[config.mk]
export PLATFORM = sky130hd
export DESIGN_NAME = core_mem_arbiter
export DESIGN_NICKNAME = d
export VERILOG_FILES = /design/src/rtl/core_mem_arbiter.sv
export SDC_FILE = /design/constraint.sdc
export NUM_CORES = 1
export LEC_CHECK = 0
export BUFFER_PORTS_ARGS = -buffer_cell sky130_fd_sc_hd__buf_2
export CORE_AREA = 2 2 211 213
export CTS_CLUSTER_SIZE = 10
export DETAILED_ROUTE_END_ITERATION = 8
export DIE_AREA = 0 0 213 215
export MAX_ROUTING_LAYER = met4
export SETUP_SLACK_MARGIN = 0.3
export SYNTH_ARGS = -nofsm -noshare
export SYNTH_HDL_FRONTEND = slang
export SYNTH_SLANG_ARGS = --single-unit
[constraint.sdc]
create_clock -name clk -period 2.3 [get_ports clk]
set_input_delay 0.46 -clock clk [delete_from_list [all_inputs] [get_ports clk]]
set_output_delay 0.46 -clock clk [all_outputs]
set_load 0.01 [all_outputs]
[src/rtl/core_mem_arbiter.sv]
// core_mem_arbiter: shares one downstream memory port between the instruction
// bus and the data bus. Dbus wins contention until a saturating starve counter
// reaches STARVE_LIMIT, at which point ibus is forced through. The granted
// request is latched and held downstream until cbus_data_ok. A mandatory IDLE
// cycle follows every completion so a held upstream request is never reissued.
module core_mem_arbiter #(
  parameter int unsigned ADDR_W       = 64,
  parameter int unsigned DATA_W       = 64,
  parameter int unsigned STARVE_LIMIT = 4
) (
  input  logic                  clk,
  input  logic                  reset,
  // instruction bus
  input  logic                  ireq_valid,
  input  logic [ADDR_W-1:0]     ireq_addr,
  output logic                  iresp_data_ok,
  output logic [DATA_W-1:0]     iresp_data,
  // data bus
  input  logic                  dreq_valid,
  input  logic [ADDR_W-1:0]     dreq_addr,
  input  logic [2:0]            dreq_size,
  input  logic [DATA_W-1:0]     dreq_data,
  input  logic [DATA_W/8-1:0]   dreq_strobe,
  output logic                  dresp_data_ok,
  output logic [DATA_W-1:0]     dresp_data,
  // downstream port
  output logic                  cbus_valid,
  output logic [ADDR_W-1:0]     cbus_addr,
  output logic [2:0]            cbus_size,
  output logic [DATA_W-1:0]     cbus_wdata,
  output logic [DATA_W/8-1:0]   cbus_strobe,
  output logic                  cbus_owner,
  input  logic                  cbus_data_ok,
  input  logic [DATA_W-1:0]     cbus_rdata
);

  localparam int unsigned STRB_W = DATA_W / 8;
  localparam int unsigned CNT_W  = 4;
  localparam logic [CNT_W-1:0] LIMIT    = CNT_W'(STARVE_LIMIT);
  localparam logic [2:0]       MSIZE_4B = 3'd2;

  typedef enum logic [1:0] {
    IDLE   = 2'd0,
    BUSY_I = 2'd1,
    BUSY_D = 2'd2
  } state_t;

  state_t              state_q;
  logic                valid_q;
  logic                owner_q;
  logic [ADDR_W-1:0]   addr_q;
  logic [2:0]          size_q;
  logic [DATA_W-1:0]   wdata_q;
  logic [STRB_W-1:0]   strobe_q;
  logic [CNT_W-1:0]    starve_q;

  logic                grant_d;
  logic                grant_i;
  logic [CNT_W-1:0]    starve_d;

  // Arbitration decision and next starve count for the IDLE sampling cycle
  always_comb begin
    grant_d  = 1'b0;
    grant_i  = 1'b0;
    starve_d = starve_q;
    if (state_q == IDLE) begin
      if (dreq_valid && (!ireq_valid || (starve_q < LIMIT))) begin
        grant_d = 1'b1;
        if (ireq_valid) begin
          starve_d = (starve_q < LIMIT) ? (starve_q + CNT_W'(1)) : LIMIT;
        end
      end else if (ireq_valid) begin
        grant_i  = 1'b1;
        starve_d = '0;
      end
    end
  end

  // Arbiter FSM: grant and latch in IDLE, hold the request until completion
  always_ff @(posedge clk) begin
    if (reset) begin
      state_q  <= IDLE;
      valid_q  <= 1'b0;
      owner_q  <= 1'b0;
      addr_q   <= '0;
      size_q   <= '0;
      wdata_q  <= '0;
      strobe_q <= '0;
      starve_q <= '0;
    end else begin
      unique case (state_q)
        IDLE: begin
          starve_q <= starve_d;
          if (grant_d) begin
            state_q  <= BUSY_D;
            valid_q  <= 1'b1;
            owner_q  <= 1'b1;
            addr_q   <= dreq_addr;
            size_q   <= dreq_size;
            wdata_q  <= dreq_data;
            strobe_q <= dreq_strobe;
          end else if (grant_i) begin
            state_q  <= BUSY_I;
            valid_q  <= 1'b1;
            owner_q  <= 1'b0;
            addr_q   <= ireq_addr;
            size_q   <= MSIZE_4B;
            wdata_q  <= '0;
            strobe_q <= '0;
          end
        end
        BUSY_I, BUSY_D: begin
          if (cbus_data_ok) begin
            state_q <= IDLE;
            valid_q <= 1'b0;
          end
        end
        default: begin
          state_q <= IDLE;
          valid_q <= 1'b0;
        end
      endcase
    end
  end

  // Downstream request is driven only from the latched copy
  assign cbus_valid  = valid_q;
  assign cbus_owner  = owner_q;
  assign cbus_addr   = addr_q;
  assign cbus_size   = size_q;
  assign cbus_wdata  = wdata_q;
  assign cbus_strobe = strobe_q;

  // Completion is routed to the owner in the same cycle; stray completions in IDLE are dropped
  assign iresp_data_ok = (state_q == BUSY_I) && cbus_data_ok;
  assign dresp_data_ok = (state_q == BUSY_D) && cbus_data_ok;
  assign iresp_data    = cbus_rdata;
  assign dresp_data    = cbus_rdata;

endmodule

==> flow_summary.ini, run 1 <==
[global_routing]
grt_pass1_wl_mm = 39.0
grt_usage_pct = 11.8
antenna_found_initial = 4
grt_pass1_vias = 6952
grt_max_degree = 76
grt-ovfl-total = 0

[sta]
min_period_ns = 1.82
slew_headroom_pct = 69.6
setup_tns_ns = 0
fmax_mhz = 550
hold_violations = 0
setup_viol = 0
rsz0062_at_grt = false
fin_crit_sh_pct = 79.0
finClkSkew_ns = 0.0152
worst_pin_slew_ns = 0.456
slew_violations = 0

[pwr]
irDropWorstVdd_mv = 0.416
p_sw_w = 0.00210
switching_share_pct = 31.0
power_density_nw_per_um2 = 747
pwr-share-seq_pct = 42.0
p_total_w = 0.00679
power_frac_clock_pct = 39.4
p_int_w = 0.00469
combinationalPowerShare_pct = 18.6
p_leak_nw = 3.74

[worst_setup_path]
crit_required_ns = 2.69
endpoint_kind = register
arrival_ns = 2.21
timing.rr.end = cbus_strobe[0]
worst_r2r_path_depth = 6
rrSetupSlack_ns = 0.48
crit_type = register to register
cp.depth = 6
cp_slowest_cell = ha_1
crit_path_end = cbus_strobe[0]
r2r_start = state_q[0]
crit_start = state_q[0]
crit_chain = inv_1 -> ha_1 -> and2_4 -> buf_12 -> nand3_1 -> a21oi_1
start_kind = register
timing.critical_path.buf_inv = 2
critPathMaxFanout = 59
path_delay_family = simple AND/OR/NAND/NOR gates
max_stage_delay_ns = 0.37

[die]
boundaryPins = 543
core-area_um2 = 43600
die_w_um = 213
die_area_um2 = 45800
rows = 77
die_y_um = 215
initial_core_util_pct = 16.2

[job]
drv_cap = 0

[logic_synthesis]
synthSimpleGateAreaFrac_pct = 11.7
synth_fp_nets = 1104
yosysWarnings = 0
synth_top_family_by_area = compound AO/OA/AOI/OAI gates
synth-seq-area-share_pct = 41.5
yosys.area_share.xor_xnor_pct = 0
synth.distinct_cells = 28
avgSynthCellArea_um2 = 8.56
netlist_instances = 828
synth_compound_area_share_pct = 26.6
syn_area_um2 = 7090
ys_seq_elements = 147
synthAdderAreaFrac_pct = 0.706
synth.area.mux_share_pct = 0

[clock_tree]
ctsHoldBuffers = 0
post-cts-setup-buffers = 0
cts_resized = 0
numCtsBuffers = 17
cts_tree = yes
clkTransAtPathRegs_ns = 0.07
htreeDepth = 4
cts_sinks = 147
clk_path_buf_depth = 2
cts-root-buf = clkbuf_16
clock_latency_ns = 0.47

[place]
portBuffers = 350
gp_congestion = 0.769
dp_hpwl_mm = 18.6

[final_layout]
multi_input_area_um2 = 2790
areaGrowthSynthToFinish_pct = 28.2
fill_cells = 4851
drive_gt1_share_pct = 40.5
nets = 1268
seqCellArea_um2 = 2940

[routing]
wl_per_cell_um = 16.7
first_pass_iters = 4
antenna_left = 0
drtIter0Drc = 279
vias = 7067
viasPerCell = 4.41
detail_route.wirelength_mm = 26.8
drc = 0

[min_path]
worstHoldPathType = input pin to register

[outcome]
status = finished, final reports clean
-- synthesized netlist by cell type --
cell type / count / area share [%]
a21oi_1: 145 / 10
a22oi_1: 1 / 0.11
a32oi_1: 64 / 7.9
and2_1: 4 / 0.35
buf_1: 5 / 0.26
buf_2: 42 / 3.0
buf_4: 130 / 14
clkbuf_1: 44 / 2.3
clkbuf_2: 1 / 0.071
dfxtp_1: 147 / 42
ha_1: 4 / 0.71
inv_1: 2 / 0.11
nand2_1: 5 / 0.26
nand2b_1: 1 / 0.088
nand3_1: 143 / 10
nor2_1: 2 / 0.11
nor2b_1: 1 / 0.088
nor3_1: 1 / 0.071
nor3b_1: 3 / 0.32
o211ai_1: 74 / 7.8
o21a_1: 1 / 0.11
o21ai_0: 2 / 0.14
o21ai_1: 1 / 0.071
o21ai_2: 1 / 0.12
o22ai_1: 1 / 0.088
or2_2: 1 / 0.088
or3_1: 1 / 0.088
or3b_1: 1 / 0.12
-- layout make-up --
cell class	count	area share, %
multi-input combinational	457	30.7
inverter	2	0.0826
tap	592	8.15
sequential	147	32.4
timing repair buffer	367	22.5
clock buffer	19	4.87
antenna	5	0.138
clock inverter	13	1.14
-- power groups by stage --
stage | logic (W) | registers (W) | clock network [W]
after CTS | 0.00129 | 0.00285 | 0.00283
after detailed placement | 0.00129 | 0.00290 | 0
final | 0.00127 | 0.00285 | 0.00268
after floorplan | 0.000813 | 0.00298 | 0
after global routing | 0.00139 | 0.00287 | 0.00292
after global placement | 0.00127 | 0.00290 | 0
-- per-stage QoR --
step                      hold WS, ns  util [%]  instances  setup WS [ns]  instance area (um^2)
final                           0.230      20.8       1602          0.483                  9090
after CTS                       0.166      20.8       1597          0.409                  9080
after floorplan                 0.436         -        828          0.653                  7090
after global routing            0.188      20.8       1601          0.359                  9090
after global placement          0.445      19.5       1565          0.532                  8530
after detailed placement        0.456      19.5       1565          0.499                  8530
-- sequential cells by signal, summed over array words and instances, names as in the netlist --
signal	count
state_q	2
cbus_size	3
starve_q	4
cbus_strobe	8
cbus_wdata	64
cbus_valid	1
cbus_owner	1
cbus_addr	64
-- how the worst min path moves through the flow --
stage | to | start | depth (start not counted) | slack, ns
floorplan | starve_q[1] | starve_q[1] | 2 | 0.44
global placement | starve_q[1] | starve_q[1] | 2 | 0.44
detailed placement | starve_q[1] | starve_q[1] | 2 | 0.46
CTS | cbus_wdata[30] | dreq_data[30] | 3 | 0.17
global route | cbus_addr[37] | ireq_addr[37] | 3 | 0.19
finish | cbus_wdata[30] | dreq_data[30] | 3 | 0.23
-- kinds of logic (layout without fill, tap and decap cells) --
family	Yosys count	count (layout)
DFF	147	147
adders and majority gates	4	4
and+or+nand+nor	163	163
AOI/OAI and AO/OA	290	290
buffers and inverters	224	401
other	0	5
-- routing by layer --
metal | GRT usage (%) | share of wire, % | up-vias
met1 | 11.1 | 36 | 3344
met3 | 4.81 | 9.0 | 84
met4 | 7.86 | 5.1 | 0
met2 | 19.7 | 50 | 366
li1 | - | - | 3273
met5 | - | 0 | -
-- worst min-delay path, stage by stage --
cell and delay, ns:
buf_2 0.10, nand3_1 0.05, a21oi_1 0.05
-- cells in the final DEF (no fill, tap or decap), types with 2 or more instances in the layout --
cell        synthesis  layout
a32oi_1            64      64
clkinv_4            0       6
o211ai_1           74      74
nand2_2             0       2
inv_6               0       3
dfxtp_1           147     147
clkbuf_16           0      17
diode_2             0       5
nor3b_1             3       3
and2_1              4       2
o21ai_0             2       2
clkinvlp_4          0       2
buf_12              0      13
nor2_1              2       2
nand2_1             5       3
a21oi_1           145     145
clkinv_2            0       2
o21ai_4             0       2
inv_1               2       2
buf_2              42     349
ha_1                4       4
buf_4             130       5
nand3_1           143     143
Power figures use the tool's default switching activity.
==> inputs of run 2 (changes only) <==
Clock period 2.3 ns to 1.7 ns, I/O delays scaled along.
==> run 2 against run 1 <==
Against the previous run: the run now ends with setup timing left; clock power is 44% higher; largest cell class is now non-clock buffers; sequential share of layout area fell by 8.0 points; utilization is 6.9 points higher; first-iteration DRC count up 45%; cell area up 33%; clock skew down 0.0057 ns; via count rose by 13%; power rose by 67%.
==> flow_summary.ini, run 2 (synthesized netlist as in run 1, its figures left out) <==
[worst_setup_path]
crit_type = register to register
arrival_ns = 2.10
endpoint_kind = register
crit_required_ns = 2.07
critPathMaxFanout = 8
start_kind = register
timing.rr.end = cbus_addr[47]
r2r_start = state_q[1]
worst_r2r_path_depth = 9
rrSetupSlack_ns = -0.03

[place]
gp_congestion = 0.776
dp_cells = 1578
portBuffers = 350
dp_hpwl_mm = 18.7
place_area_um2 = 8660

[routing]
first_pass_iters = 4
viasPerCell = 4.67
drc = 0
detail_route.wirelength_mm = 39.5
antenna_left = 0
wl_per_cell_um = 23.2
vias = 7955
drtIter0Drc = 404

[pwr]
power_density_nw_per_um2 = 934
p_leak_nw = 4.90
pwr-share-seq_pct = 34.2
irDropWorstVdd_mv = 0.724
switching_share_pct = 31.8
power_frac_clock_pct = 34.2
combinationalPowerShare_pct = 31.6
p_total_w = 0.0113
p_int_w = 0.00772
p_sw_w = 0.00360

[sta]
fin_crit_sh_pct = 102
setup_viol = 17
min_period_ns = 1.73
fin_ws_ns = -0.0325
hold_violations = 0
slew_violations = 0
setup_tns_ns = -0.258
fmax_mhz = 577
rsz0062_at_grt = true
worst_pin_slew_ns = 0.437
slew_headroom_pct = 70.8
finClkSkew_ns = 0.00954

[die]
die_w_um = 213
initial_core_util_pct = 16.2
die_area_um2 = 45800
rows = 77
die_y_um = 215
core-area_um2 = 43600
boundaryPins = 543

[min_path]
worstHoldStart = ireq_addr[24]
whs_path_depth = 3
worstHoldPathType = input pin to register
hold_end = cbus_addr[24]

[global_routing]
antenna_found_initial = 5
grt_pass1_vias = 7806
grt_usage_pct = 16.6
grt_pass1_wl_mm = 52.0
grt_max_degree = 67
grt-ovfl-total = 0

[job]
drv_cap = 0

[clock_tree]
cts-root-buf = clkbuf_16
numCtsBuffers = 17
clk_path_buf_depth = 2
htreeDepth = 4
clock_latency_ns = 0.48
clkTransAtPathRegs_ns = 0.07
ctsHoldBuffers = 0
cts_sinks = 147
cts_tree = yes

[final_layout]
drive_gt1_share_pct = 58.6
mostFrequentLayoutCells = buf_2 (345), dfxtp_1 (139), a21oi_1 (101), nand3_1 (80), o211ai_1 (74)
stdcell_area_um2 = 12100
fin_cells = 1702
fill_cells = 4569
areaGrowthSynthToFinish_pct = 70.9
layout_commonest_cell = buf_2
nets = 1371

[outcome]
status = complete, but fails checks
violations = setup timing
-- run 2: area by class of cell --
cell class | count | area [um^2] | share of cell area (%)
tap | 592 | 741 | 6.11
multi-input combinational | 459 | 3640 | 30.0
antenna | 2 | 5.00 | 0.0413
clock inverter | 14 | 156 | 1.29
timing repair buffer | 468 | 4180 | 34.5
sequential | 147 | 2960 | 24.4
inverter | 2 | 12.5 | 0.103
clock buffer | 18 | 429 | 3.54
-- run 2: what timing repair did --
action	4_1_cts	5_1_grt
pin swaps	80	145
buffers inserted	31	6
gates cloned	43	10
endpoints found under the setup margin	153	150
gates resized for setup	109	145
-- run 2: worst max-delay path, cell delays in order (launching register included) --
cell	delay [ns]
dfxtp_4	0.37
inv_4	0.06
buf_6	0.09
ha_4	0.18
buf_12	0.15
o21ai_4	0.14
buf_12	0.17
clkbuf_16	0.17
a32oi_1	0.20
a21oi_2	0.08
-- run 2: stage by stage --
stage	hold WS [ns]	utilization (%)	setup slack (ns)
finish	0.0983	27.8	-0.0325
global route	0.0625	27.8	-0.0992
CTS	0.0382	25.4	-0.0271
detailed placement	0.458	19.8	0.124
global placement	0.446	19.8	0.149
floorplan	0.436	-	0.182
-- run 2: routing by layer --
layer | vias up | track usage (%) | part of all wire [%]
li1 | 3523 | - | -
met1 | 3834 | 17.1 | 36
met2 | 471 | 26.7 | 50
met3 | 127 | 6.23 | 8.4
met4 | 0 | 10.2 | 5.2
met5 | - | - | 0
-- run 2: how the worst max path moves through the flow --
stage,start,endpoint,slack (ns),cells past startpoint
floorplan,state_q[1],cbus_addr[14],0.18,9
global route,state_q[1],cbus_addr[33],-0.1,9
CTS,state_q[1],iresp_data_ok,-0.03,4
finish,state_q[1],cbus_addr[47],-0.03,9
detailed placement,dreq_valid,cbus_addr[57],0.12,5
global placement,state_q[1],cbus_strobe[5],0.15,7
-- run 2: power groups by stage --
stage,registers [W],logic [W],clock network [W]
after global routing,0.00389,0.00377,0.00417
after floorplan,0.00403,0.00113,0
final,0.00386,0.00358,0.00387
after CTS,0.00385,0.00315,0.00406
after global placement,0.00392,0.00175,0
after detailed placement,0.00392,0.00178,0
